===== src/rtl/pcie_tlp_rx_axi_wr_pkg.sv =====
// Shared codes for the inbound MWr-TLP to AXI-write bridge: TLP header codes,
// AXI constants, FSM states and the TLP acceptance rule.
package pcie_tlp_rx_axi_wr_pkg;

    localparam logic [2:0] FMT_MWR_3DW    = 3'b010;
    localparam logic [4:0] TYPE_MEM       = 5'b00000;
    localparam logic [3:0] AXI_LEN_SINGLE = 4'd0;
    localparam logic [2:0] AXI_SIZE_16B   = 3'b100;
    localparam logic [1:0] AXI_BURST_INCR = 2'b01;
    localparam logic [1:0] AXI_RESP_OKAY  = 2'b00;

    typedef enum logic [1:0] {
        ST_IDLE,
        ST_CHECK,
        ST_ISSUE,
        ST_RESP
    } state_t;

    // A TLP is replayable only if its payload fits inside the one 16-byte beat.
    function automatic logic mwr_supported(input logic [2:0] fmt,
                                           input logic [4:0] typ,
                                           input logic [8:0] length,
                                           input logic [1:0] off);
        logic [9:0] end_dw;
        end_dw = {8'b0, off} + {1'b0, length};
        return (fmt == FMT_MWR_3DW) && (typ == TYPE_MEM) &&
               (length != 9'd0) && (end_dw <= 10'd4);
    endfunction

endpackage


===== src/rtl/pcie_tlp_wr_align.sv =====
// Places a DW-aligned payload into its byte lanes of the 16-byte AXI beat and
// builds the matching write strobe.
module pcie_tlp_wr_align #(
    parameter int DATA_W = 128
) (
    input  logic [1:0]          off,
    input  logic [2:0]          length,
    input  logic [DATA_W-1:0]   data,
    output logic [DATA_W-1:0]   wdata,
    output logic [DATA_W/8-1:0] wstrb
);
    localparam int LANES = DATA_W / 32;

    logic [3:0] end_lane;

    assign wdata    = data << (32 * off);
    assign end_lane = {2'b0, off} + {1'b0, length};

    generate
        for (genvar gi = 0; gi < LANES; gi++) begin : g_lane
            assign wstrb[4*gi +: 4] = {4{(4'(gi) >= {2'b0, off}) && (4'(gi) < end_lane)}};
        end
    endgenerate

endmodule


===== src/rtl/pcie_tlp_rx_axi_wr.sv =====
// Inbound PCIe Memory-Write TLP to single-beat AXI write bridge; one TLP in
// flight, unsupported TLPs dropped and counted.
module pcie_tlp_rx_axi_wr
    import pcie_tlp_rx_axi_wr_pkg::*;
#(
    parameter int ADDR_W = 32,
    parameter int DATA_W = 128,
    parameter int ID_W   = 4,
    parameter int ERR_W  = 8
) (
    input  logic                clk,
    input  logic                rst,
    input  logic                tlp_valid_i,
    output logic                tlp_ready_o,
    input  logic [2:0]          tlp_fmt_i,
    input  logic [4:0]          tlp_type_i,
    input  logic [2:0]          tlp_tc_i,
    input  logic [8:0]          tlp_length_i,
    input  logic [15:0]         tlp_reqid_i,
    input  logic [ADDR_W-1:0]   tlp_addr_i,
    input  logic [DATA_W-1:0]   tlp_data_i,
    output logic [ID_W-1:0]     awid,
    output logic [ADDR_W-1:0]   awaddr,
    output logic [3:0]          awlen,
    output logic [2:0]          awsize,
    output logic [1:0]          awburst,
    output logic                awvalid,
    input  logic                awready,
    output logic [ID_W-1:0]     wid,
    output logic [DATA_W-1:0]   wdata,
    output logic [DATA_W/8-1:0] wstrb,
    output logic                wlast,
    output logic                wvalid,
    input  logic                wready,
    input  logic [ID_W-1:0]     bid,
    input  logic [1:0]          bresp,
    input  logic                bvalid,
    output logic                bready,
    output logic                wr_done_o,
    output logic                wr_err_o,
    output logic [ERR_W-1:0]    drop_cnt_o
);
    state_t              state_reg;
    logic                ready_reg;
    logic                awvalid_reg;
    logic                wvalid_reg;
    logic                bready_reg;
    logic                done_reg;
    logic                err_reg;
    logic [ID_W-1:0]     tag_reg;
    logic [ERR_W-1:0]    drop_cnt_reg;
    logic [2:0]          fmt_reg;
    logic [4:0]          type_reg;
    logic [8:0]          length_reg;
    logic [ADDR_W-1:2]   addr_reg;
    logic [DATA_W-1:0]   data_reg;
    logic [ADDR_W-1:0]   awaddr_reg;
    logic [DATA_W-1:0]   wdata_reg;
    logic [DATA_W/8-1:0] wstrb_reg;
    logic [DATA_W-1:0]   align_wdata;
    logic [DATA_W/8-1:0] align_wstrb;

    // Traffic class, requester ID and the sub-DW address bits play no part in the write.
    logic unused_inputs;
    assign unused_inputs = ^{tlp_tc_i, tlp_reqid_i, tlp_addr_i[1:0]};

    pcie_tlp_wr_align #(
        .DATA_W(DATA_W)
    ) u_align (
        .off    (addr_reg[3:2]),
        .length (length_reg[2:0]),
        .data   (data_reg),
        .wdata  (align_wdata),
        .wstrb  (align_wstrb)
    );

    always_ff @(posedge clk) begin
        if (rst) begin
            state_reg    <= ST_IDLE;
            ready_reg    <= 1'b0;
            awvalid_reg  <= 1'b0;
            wvalid_reg   <= 1'b0;
            bready_reg   <= 1'b0;
            done_reg     <= 1'b0;
            err_reg      <= 1'b0;
            tag_reg      <= '0;
            drop_cnt_reg <= '0;
        end else begin
            done_reg <= 1'b0;
            err_reg  <= 1'b0;
            case (state_reg)
                ST_IDLE: begin
                    if (ready_reg && tlp_valid_i) begin
                        fmt_reg    <= tlp_fmt_i;
                        type_reg   <= tlp_type_i;
                        length_reg <= tlp_length_i;
                        addr_reg   <= tlp_addr_i[ADDR_W-1:2];
                        data_reg   <= tlp_data_i;
                        ready_reg  <= 1'b0;
                        state_reg  <= ST_CHECK;
                    end else begin
                        ready_reg <= 1'b1;
                    end
                end
                ST_CHECK: begin
                    if (mwr_supported(fmt_reg, type_reg, length_reg, addr_reg[3:2])) begin
                        awaddr_reg  <= {addr_reg[ADDR_W-1:4], 4'b0};
                        wdata_reg   <= align_wdata;
                        wstrb_reg   <= align_wstrb;
                        awvalid_reg <= 1'b1;
                        wvalid_reg  <= 1'b1;
                        state_reg   <= ST_ISSUE;
                    end else begin
                        if (drop_cnt_reg != {ERR_W{1'b1}}) begin
                            drop_cnt_reg <= drop_cnt_reg + 1'b1;
                        end
                        ready_reg <= 1'b1;
                        state_reg <= ST_IDLE;
                    end
                end
                ST_ISSUE: begin
                    if (awready) awvalid_reg <= 1'b0;
                    if (wready) wvalid_reg <= 1'b0;
                    // Each channel is finished once its valid is gone or is being taken now.
                    if ((!awvalid_reg || awready) && (!wvalid_reg || wready)) begin
                        bready_reg <= 1'b1;
                        state_reg  <= ST_RESP;
                    end
                end
                ST_RESP: begin
                    if (bvalid) begin
                        bready_reg <= 1'b0;
                        if ((bid == tag_reg) && (bresp == AXI_RESP_OKAY)) begin
                            done_reg <= 1'b1;
                        end else begin
                            err_reg <= 1'b1;
                        end
                        tag_reg   <= tag_reg + 1'b1;
                        ready_reg <= 1'b1;
                        state_reg <= ST_IDLE;
                    end
                end
                default: state_reg <= ST_IDLE;
            endcase
        end
    end

    assign tlp_ready_o = ready_reg;
    assign awid        = tag_reg;
    assign awaddr      = awaddr_reg;
    assign awlen       = AXI_LEN_SINGLE;
    assign awsize      = AXI_SIZE_16B;
    assign awburst     = AXI_BURST_INCR;
    assign awvalid     = awvalid_reg;
    assign wid         = tag_reg;
    assign wdata       = wdata_reg;
    assign wstrb       = wstrb_reg;
    assign wlast       = 1'b1;
    assign wvalid      = wvalid_reg;
    assign bready      = bready_reg;
    assign wr_done_o   = done_reg;
    assign wr_err_o    = err_reg;
    assign drop_cnt_o  = drop_cnt_reg;

endmodule


===== config.mk =====
export PLATFORM = sky130hd
export DESIGN_NAME = pcie_tlp_rx_axi_wr
export DESIGN_NICKNAME = d
export VERILOG_FILES = /design/src/rtl/pcie_tlp_rx_axi_wr_pkg.sv /design/src/rtl/pcie_tlp_wr_align.sv /design/src/rtl/pcie_tlp_rx_axi_wr.sv
export SDC_FILE = /design/constraint.sdc
export NUM_CORES = 1
export LEC_CHECK = 0
export ABC_AREA = 1
export BUFFER_PORTS_ARGS = -buffer_cell sky130_fd_sc_hd__buf_2
export CAP_MARGIN = 0
export CORE_MARGIN = 3
export CORE_UTILIZATION = 55
export CTS_BUF_LIST = sky130_fd_sc_hd__clkbuf_16
export DETAILED_ROUTE_END_ITERATION = 7
export PLACE_DENSITY = 0.84
export SYNTH_ARGS = -nofsm -noshare
export SYNTH_HDL_FRONTEND = slang
export SYNTH_HIERARCHICAL = 1
export SYNTH_SLANG_ARGS = --single-unit

===== constraint.sdc =====
create_clock -name clk -period 13.3 [get_ports clk]
set_input_delay 0.665 -clock clk [delete_from_list [all_inputs] [get_ports clk]]
set_output_delay 0.665 -clock clk [all_outputs]
set_load 0.005 [all_outputs]

* After elaboration in Yosys (flattened, before gate mapping)
Cells that the tools add are included.
Widths: inputs -> output; s select.
** Storage, ports and cells
- Register bits :: 364
- Input port bits :: 208
- Output and inout bits :: 208
- Word-level logic and storage cells :: 96
** Operators by class
- $add $sub $neg :: 4
- $lt $le $gt $ge :: 8
- Equality and inequality tests :: 13
- Shifts and indexed selects :: 1
- Multiplexer cells :: 19
- Bitwise logic cells :: 4
- Reduce and logical (&&, ||, !) cells :: 30
** Operators by type and width (number)
- $shl 128x7->128 :: 1
- $reduce_and 3->1 :: 8
- $ne 2x2->1 const B :: 7
- $add 2x9->10 :: 1
- $le 10x3->1 const B :: 1
- $mux 1 :: 10
- $logic_and 1x1->1 :: 9
- $reduce_bool 9->1 :: 1
- $add 8x1->8 const B :: 1
- $lt 1x4->1 const A :: 2
- $lt 2x4->1 const A :: 2
- $mux 2 :: 4
- $ne 8x8->1 const B :: 1
- $pmux 2 s4 :: 1
- $pmux 1 s2 :: 3
- $logic_not 5->1 :: 1
- $add 2x3->4 :: 1
- $add 4x1->4 const B :: 1
- $eq 2x2->1 const B :: 2
- $eq 4x4->1 :: 1
- $ge 1x2->1 const A :: 2
- $logic_not 2->1 :: 2
- $not 1->1 :: 4
- $reduce_bool 2->1 :: 2
- other kinds (9) :: 11

* Logic depth before layout (Yosys ltp)
Gate-level depths: netlist of run 1.
- Word-level depth :: 6
- Mapped depth :: 13
- Gate-level depth less buffers :: 13

* By module
Netlist of run 1, hierarchy kept.
** Modules (own cells, without submodules)
- pcie_tlp_rx_axi_wr :: times used 1, cells an instance 561, area each 11866.4 sq um, sequential area each 10820.4 sq um
- pcie_tlp_wr_align :: times used 1, cells an instance 456, area each 2149.6 sq um, sequential area each 0.0 sq um

* Worst setup path after synthesis of run 1
Ideal clock, no wire load.
- Kind :: input port to flip-flop
- From :: input rst
- To :: register addr_reg[10] in the netlist's numbering (enable)
- Library setup time :: 0.714 ns
- Data arrival time :: 8.132 ns
- Required time :: 12.586 ns
- Path slack :: 4.454 ns
- Stages on the path :: 3
- Buffers on the path :: 0
- Cell sequence :: clkinv_1 nand2_1 nor2_1
** On the way
- Cells in the longest elaborated chain, start to end :: 2
** RTL lines
- start, declared :: RTL line pcie_tlp_rx_axi_wr.sv:12 : input logic rst,
- $not 1->1 (no source line)
- $reduce_and 3->1 (no source line)
- end signal, assigned :: RTL line pcie_tlp_rx_axi_wr.sv:97 : addr_reg <= tlp_addr_i[ADDR_W-1:2];
- end, declared :: RTL line pcie_tlp_rx_axi_wr.sv:55 : logic [ADDR_W-1:2] addr_reg;
No other way between the ends.
A chain may end at the register's enable or synchronous reset.

* Worst setup path in the final report of run 1
- From :: register addr_reg[2] in the netlist's numbering
- To :: register wdata_reg[87] (netlist: wdata[87]) (enable)
** On the way
- Cells in the longest elaborated chain, start to end :: 4
** RTL lines
- $add 2x9->10 :: RTL line pcie_tlp_rx_axi_wr_pkg.sv:25 : end_dw = {8'b0, off} + {1'b0, length};
- $le 10x3->1 :: RTL line pcie_tlp_rx_axi_wr_pkg.sv:27 : (length != 9'd0) && (end_dw <= 10'd4);
- $logic_and 1x1->1 :: RTL line pcie_tlp_rx_axi_wr_pkg.sv:27
- $reduce_and 3->1 (no source line)
- end signal, assigned :: RTL line pcie_tlp_rx_axi_wr.sv:108 : wdata_reg <= align_wdata;
- end, declared :: RTL line pcie_tlp_rx_axi_wr.sv:58 : logic [DATA_W-1:0] wdata_reg;
No other way between the ends.

==> results of run 1 <==
area by class of cell:
cell class,instances,share of cell area [%]
Clock buffer,39,5.67
Antenna cell,9,0.131
Sequential cell,367,62.9
Timing Repair Buffer,390,11.5
Clock inverter,28,0.916
Multi-Input combinational cell,528,15.0
Tap cell,324,2.36
Inverter,69,1.51
logic make-up after synthesis:
| group | count (synthesis) | share of synthesized area (%) |
|---|---|---|
| simple gates | 402 | 12.3 |
| flops | 367 | 77.2 |
| buf+inv | 134 | 4.80 |
| compound gates | 96 | 4.25 |
| fa+ha+maj | 12 | 1.18 |
| xor+xnor | 4 | 0.250 |
| other cells | 2 | 0.0536 |
placed cells by master (no fill, tap or decap), types with 11 or more instances in the layout:
master / instances
a21oi_1: 15
and2_1: 27
buf_2: 380
clkbuf_16: 39
clkinv_1: 11
conb_1: 14
dfxtp_1: 20
edfxtp_1: 347
inv_1: 72
nand2_1: 246
nand3_1: 39
nor2_1: 64
o211ai_1: 32
o21ai_0: 29
worst min-delay path by stage:
stage | endpoint | startpoint | cells after the start | slack [ps]
3_5_place_dp | awaddr[14] | addr_reg[14] | 0 | 400
6_report | data_reg[85] | tlp_data_i[85] | 1 | 320
2_1_floorplan | awaddr[10] | addr_reg[10] | 0 | 400
4_1_cts | data_reg[66] | tlp_data_i[66] | 1 | 300
5_1_grt | data_reg[66] | tlp_data_i[66] | 1 | 300
3_3_place_gp | awaddr[12] | addr_reg[12] | 0 | 400
metal layers:
layer  GRT usage [%]  vias to the layer above
li1                -                     4283
met1            30.2                     4484
met2            42.3                      610
met3            6.94                       98
met4            9.26                       10
met5               0                        -
power by group through the flow:
stage | clock (µW) | sequential, µW | combinational [µW]
finish | 969 | 1370 | 229
global route | 1040 | 1370 | 256
CTS | 985 | 1370 | 229
detailed placement | 0 | 1390 | 226
global placement | 0 | 1390 | 212
floorplan | 0 | 1400 | 155
stage by stage:
stage	utilization, %	std cells	setup WS, ps
after floorplan	-	1029	4450
after global placement	65.0	1678	8980
after detailed placement	65.0	1678	8950
after CTS	69.6	1745	8930
after global routing	69.7	1752	8620
final	69.7	1754	8940
worst max-delay path, cell delays in order (launching register included):
cell,delay (ps)
edfxtp_1,830
ha_1,310
fa_1,420
or2_1,240
nand2_1,70
nand2_1,70
nor2_2,190
nand3_2,140
nor2_4,820
buf_4,830
==> run summary, run 1 <==
Final Cycle Share - 32.8%
Placed cell areas - 0.0160 mm²
#FFs+latches synth - 367
Ys async rst share - 0%
Clock sink count - 367
Pin slew with the least headroom to its limit - 1190 ps
PwrDens - 149 mW/mm²
Fillers - 1,647
Vias per cell - 5.41
Top Ports - 416
Cell Area, Synth - 0.0140 mm²
GRT Total Usage - 24.7%
Capture point of the worst reg-to-reg path - wdata[87]
CP Launch Type - register
Root buffer cell - clkbuf_16
Clock Skews - 19.7 ps
Sw frac - 23.3%
Hold violation count in the final report - 0
CTS H-Tree Depth - 2
DR iter-0 viols - 1,357
Critical path capture point - wdata[87]
Clock network fraction of total power - 37.8%
Hold Slack - 322 ps
Worst reg-to-reg setup slack - 8940 ps
Sequential share of the synthesized area - 77.2%
Layout cells sized above 1 - 31.9%
GPL Wtd Cong - 0.857
Total power - 2570 µW
Post-route cell area - 0.0172 mm²
Post-synth EDFFs - 347
ANT nets after route - 0
Top routing layer in use - met5
Seq. cell area - 0.0108 mm²
Top cell types by occurrence after synthesis - edfxtp_1, nand2_1, nor2_1
Die X - 166 µm
Crit. End Element - register
Area grow syn2layout - 22.8%
Slew Limit Headroom - 20.6%
CTS tree - built
Most used DFF post-synth - edfxtp_1
Crit path DAT - 4480 ps
DR vias - 9,485
Die height - 166 µm
Reg2Reg Depth - 9
Critical Path RT - 13,420 ps
Total of max-cap violations - 0
Synth top area cells - edfxtp_1, nand2_1, dfxtp_1
RSZ-0062 raised after global routing - no
First-pass DRT Iterations - 7
Global-route wire length before repair - 53,000 µm
CTS Hold Bufs - 0
Yosys cell types - 38
Crit Path Class - register to register
CP startpoint - addr_reg[2]
Post-synth top area share - 74.3%
Static Leak - 0.00691 µW
Core Region - 0.0247 mm²
Clock transition at path regs - 60 ps
Initial core utilization - 56.8%
Clock Latency Late Sink - 510 ps
Internal - 1970 µW
Wire length per cell - 20.0 µm
Comb power frac - 8.9%
WL met1 - 12,300 µm
Max-slew violations - 0
CP max FO - 70
Max frequency - 0.229 GHz
DRT Wirelength - 35,100 µm
Pin count of the biggest net entering global routing - 84
Outcome - complete, no violations
Nets - 1,614
Port Buffers - 380
Post-route setup TNS - 0 ps
Post-route DRC - 0
Register share of total power - 53.3%
Area leader, netlist - edfxtp_1
Post-CTS setup repair buffer count - 0
Worst r2r src - addr_reg[2]
Minimum clock period after layout - 4360 ps
Area of the multi-input gates - 0.00259 mm²
Hold/Removal Path Class - input pin to register
Number of global-route vias before repair - 9,376
Synth Instances - 1,017
Initial antenna violation count - 12
Row Count - 57
Yosys warns - 6
DIE AREA - 0.0274 mm²
CTS Buf Count - 38
Met3 WL - 3740 µm
WL met2 - 17,900 µm
Final HPWL DP - 23,500 µm
Post-CTS sizing - 0
Max VDD drop - 0.121 mV
Sw Pwr - 598 µW
Most common cell in the netlist - edfxtp_1
Clock Tree Buf Depth - 3
Syn avg cell area - 13.8 µm²
Grt total ovfl - 0
Final setup fails - 0
No activity file was read; power rests on OpenSTA's default activity.
==> inputs of run 2 (changes only) <==
--- a/config.mk
+++ b/config.mk
@@ -5,14 +5,14 @@
 export SDC_FILE = /design/constraint.sdc
 export NUM_CORES = 1
 export LEC_CHECK = 0
-export ABC_AREA = 1
+export ABC_AREA = 0
 export BUFFER_PORTS_ARGS = -buffer_cell sky130_fd_sc_hd__buf_2
 export CAP_MARGIN = 0
 export CORE_MARGIN = 3
-export CORE_UTILIZATION = 55
+export CORE_UTILIZATION = 47
 export CTS_BUF_LIST = sky130_fd_sc_hd__clkbuf_16
 export DETAILED_ROUTE_END_ITERATION = 7
-export PLACE_DENSITY = 0.84
+export PLACE_DENSITY = 0.77
 export SYNTH_ARGS = -nofsm -noshare
 export SYNTH_HDL_FRONTEND = slang
 export SYNTH_HIERARCHICAL = 1
==> constraint.sdc (replaced) <==
create_clock -name clk -period 3.99 [get_ports clk]
set_input_delay 0.1995 -clock clk [delete_from_list [all_inputs] [get_ports clk]]
set_output_delay 0.1995 -clock clk [all_outputs]
set_load 0.005 [all_outputs]
==> run 2 against run 1 <==
Net effect:
- first-iteration DRC count down 56%
- die area is 17% higher
- critical path depth decreased by 2
- via count shrank 1.2%
- global-route usage shrank 3.3 points
- routed wire length up 1.7%
- sequential power grew to 3.2 times the previous value
- power rose to 3.2 times the previous value
- maximum frequency grew 42%
==> run summary, run 2 <==
Post-route DRC - 0
Reg2Reg Depth - 7
Final setup fails - 0
Critical path capture point - awaddr[11]
Finished Layout Cells - 1,832
PwrDens - 423 mW/mm²
CP Launch Type - register
Crit. End Element - register
GPL Wtd Cong - 0.853
Number of global-route vias before repair - 9,764
GRT Total Usage - 21.4%
DRT Wirelength - 35,700 µm
Static Leak - 0.00747 µW
Area of the multi-input gates - 0.00285 mm²
Port Buffers - 380
Clock Tree Buf Depth - 3
Placed insts - 1,584
Most common cell after layout, fill and taps aside - buf_2
CP max stage delay - 720 ps
CP delay by family, top - simple AND/OR/NAND/NOR gates
Row Count - 62
Final Cycle Share - 76.7%
Critical Path RT - 4190 ps
Clock sink count - 367
Clock transition at path regs - 60 ps
Most used DFF post-synth - edfxtp_1
Nets - 1,640
Top cell types by occurrence after synthesis - edfxtp_1, mux2i_1, nor2_1
Max-slew violations - 0
Clock Latency Late Sink - 510 ps
Minimum clock period after layout - 3060 ps
Worst reg-to-reg setup slack - 930 ps
CTS H-Tree Depth - 2
DR vias - 9,368
#FFs+latches synth - 367
Hold violation count in the final report - 0
Initial core utilization - 48.3%
Initial antenna violation count - 1
DR iter-0 viols - 597
Hold Slack - 22.3 ps
Vias per cell - 5.11
CP startpoint - length_reg[0]
Global-route wire length before repair - 53,000 µm
CTS Buf Count - 39
Wire length per cell - 19.5 µm
RSZ-0062 raised after global routing - no
Synth top area cells - edfxtp_1, mux2i_1, dfxtp_1
Total of max-cap violations - 0
Cell Chain, Critical Path - ha_2, fa_2, xnor2_1, o211ai_1, a211o_2, nor3_4, buf_4
Capture point of the worst reg-to-reg path - awaddr[11]
Root buffer cell - clkbuf_16
Critical Path Stages - 7
Synth Instances - 865
Crit Path Class - register to register
Max VDD drop - 0.309 mV
Yosys warns - 6
Most frequent cells in the layout - buf_2, edfxtp_1, dlygate4sd3_1
Syn avg cell area - 16.2 µm²
Area grow syn2layout - 36.4%
Pin slew with the least headroom to its limit - 1090 ps
Ys async rst share - 0%
Pin count of the biggest net entering global routing - 101
Post-CTS setup repair buffer count - 0
Worst path bufs/invs - 1
Hold/Removal Path Class - input pin to register
Die X - 179 µm
Top Ports - 416
Yosys cell types - 53
Worst r2r src - length_reg[0]
Outcome - complete, no violations
Final HPWL DP - 21,500 µm
Crit path DAT - 3260 ps
Post-synth top area share - 74.1%
First-pass DRT Iterations - 5
DIE AREA - 0.0320 mm²
Slowest CP cell - nor3_4
Max frequency - 0.327 GHz
Fillers - 1,989
Clock Skews - 8.65 ps
ANT nets after route - 0
Die height - 179 µm
Grt total ovfl - 0
Final core occ - 65.9%
Core Region - 0.0291 mm²
Seq. cell area - 0.0108 mm²
Area leader, netlist - edfxtp_1
Slew Limit Headroom - 27.2%
Most common cell in the netlist - edfxtp_1
CP max FO - 15
CTS tree - built
Sequential share of the synthesized area - 77.0%
Post-CTS sizing - 0
Cell Area, Synth - 0.0141 mm²
Layout cells sized above 1 - 32.3%
Post-synth EDFFs - 347
## run 2: repair_timing
action,in CTS,in global routing
hold buffers,179,0
endpoints found under the setup margin,0,0
endpoints found under the hold margin,178,0
## run 2: cell families after synthesis
logic type	count (synthesis)	share of synthesized area (%)
AO/OA/AOI/OAI	126	5.49
XOR/XNOR	4	0.249
adder cells (fa/ha/maj)	12	1.18
buffers and inverters	79	3.50
flip-flops	367	77.0
multiplexers	70	5.03
other	2	0.0534
AND/OR/NAND/NOR	205	7.52
## run 2: worst min-delay path: stages
cell,delay (ps)
buf_2,140
nand3_1,90
a21oi_1,50
## run 2: where the power goes
group | switching, µW | total, µW | leakage (µW) | internal [µW]
Clock | 1400 | 3230 | 0.000592 | 1840
Sequential | 44.5 | 4360 | 0.00332 | 4310
Combinational | 247 | 520 | 0.00357 | 273
Total | 1690 | 8110 | 0.00747 | 6420
## run 2: layout make-up
cell class / count / area share [%]
Tap cell: 384 / 2.51
Multi-Input combinational cell: 431 / 14.8
Antenna cell: 1 / 0.0130
Sequential cell: 367 / 56.4
Timing Repair Buffer: 572 / 20.1
Clock inverter: 29 / 0.848
Inverter: 9 / 0.176
Clock buffer: 39 / 5.09
## run 2: metal layers
layer  global-route usage, %  up-vias  wire length, µm
met2                    38.4      433            18700
met5                       0        -               13
li1                        -     4328                -
met3                    5.42      103             2960
met1                    24.3     4502            12500
met4                    8.96        2             1500
## run 2: how the worst min path moves through the flow
| stage | startpoint | end | slack, ps | depth (start not counted) |
|---|---|---|---|---|
| floorplan | tlp_addr_i[10] | addr_reg[10] | 300 | 0 |
| global placement | tlp_type_i[1] | type_reg[1] | 380 | 1 |
| detailed placement | tlp_type_i[1] | type_reg[1] | 380 | 1 |
| CTS | bvalid | awid[1] | 0.1 | 3 |
| global route | bvalid | awid[1] | 9 | 3 |
| finish | bvalid | awid[1] | 20 | 3 |
## run 2: stage by stage
stage | cell area, µm² | TNS [ps] | setup slack, ps | total power [µW]
after floorplan | 14100 | -634150 | -2240 | 4670
final | 19200 | 0 | 929 | 8110
after detailed placement | 16200 | 0 | 889 | 4800
after CTS | 19200 | 0 | 865 | 8160
after global routing | 19200 | 0 | 741 | 8400
after global placement | 16200 | 0 | 933 | 4780
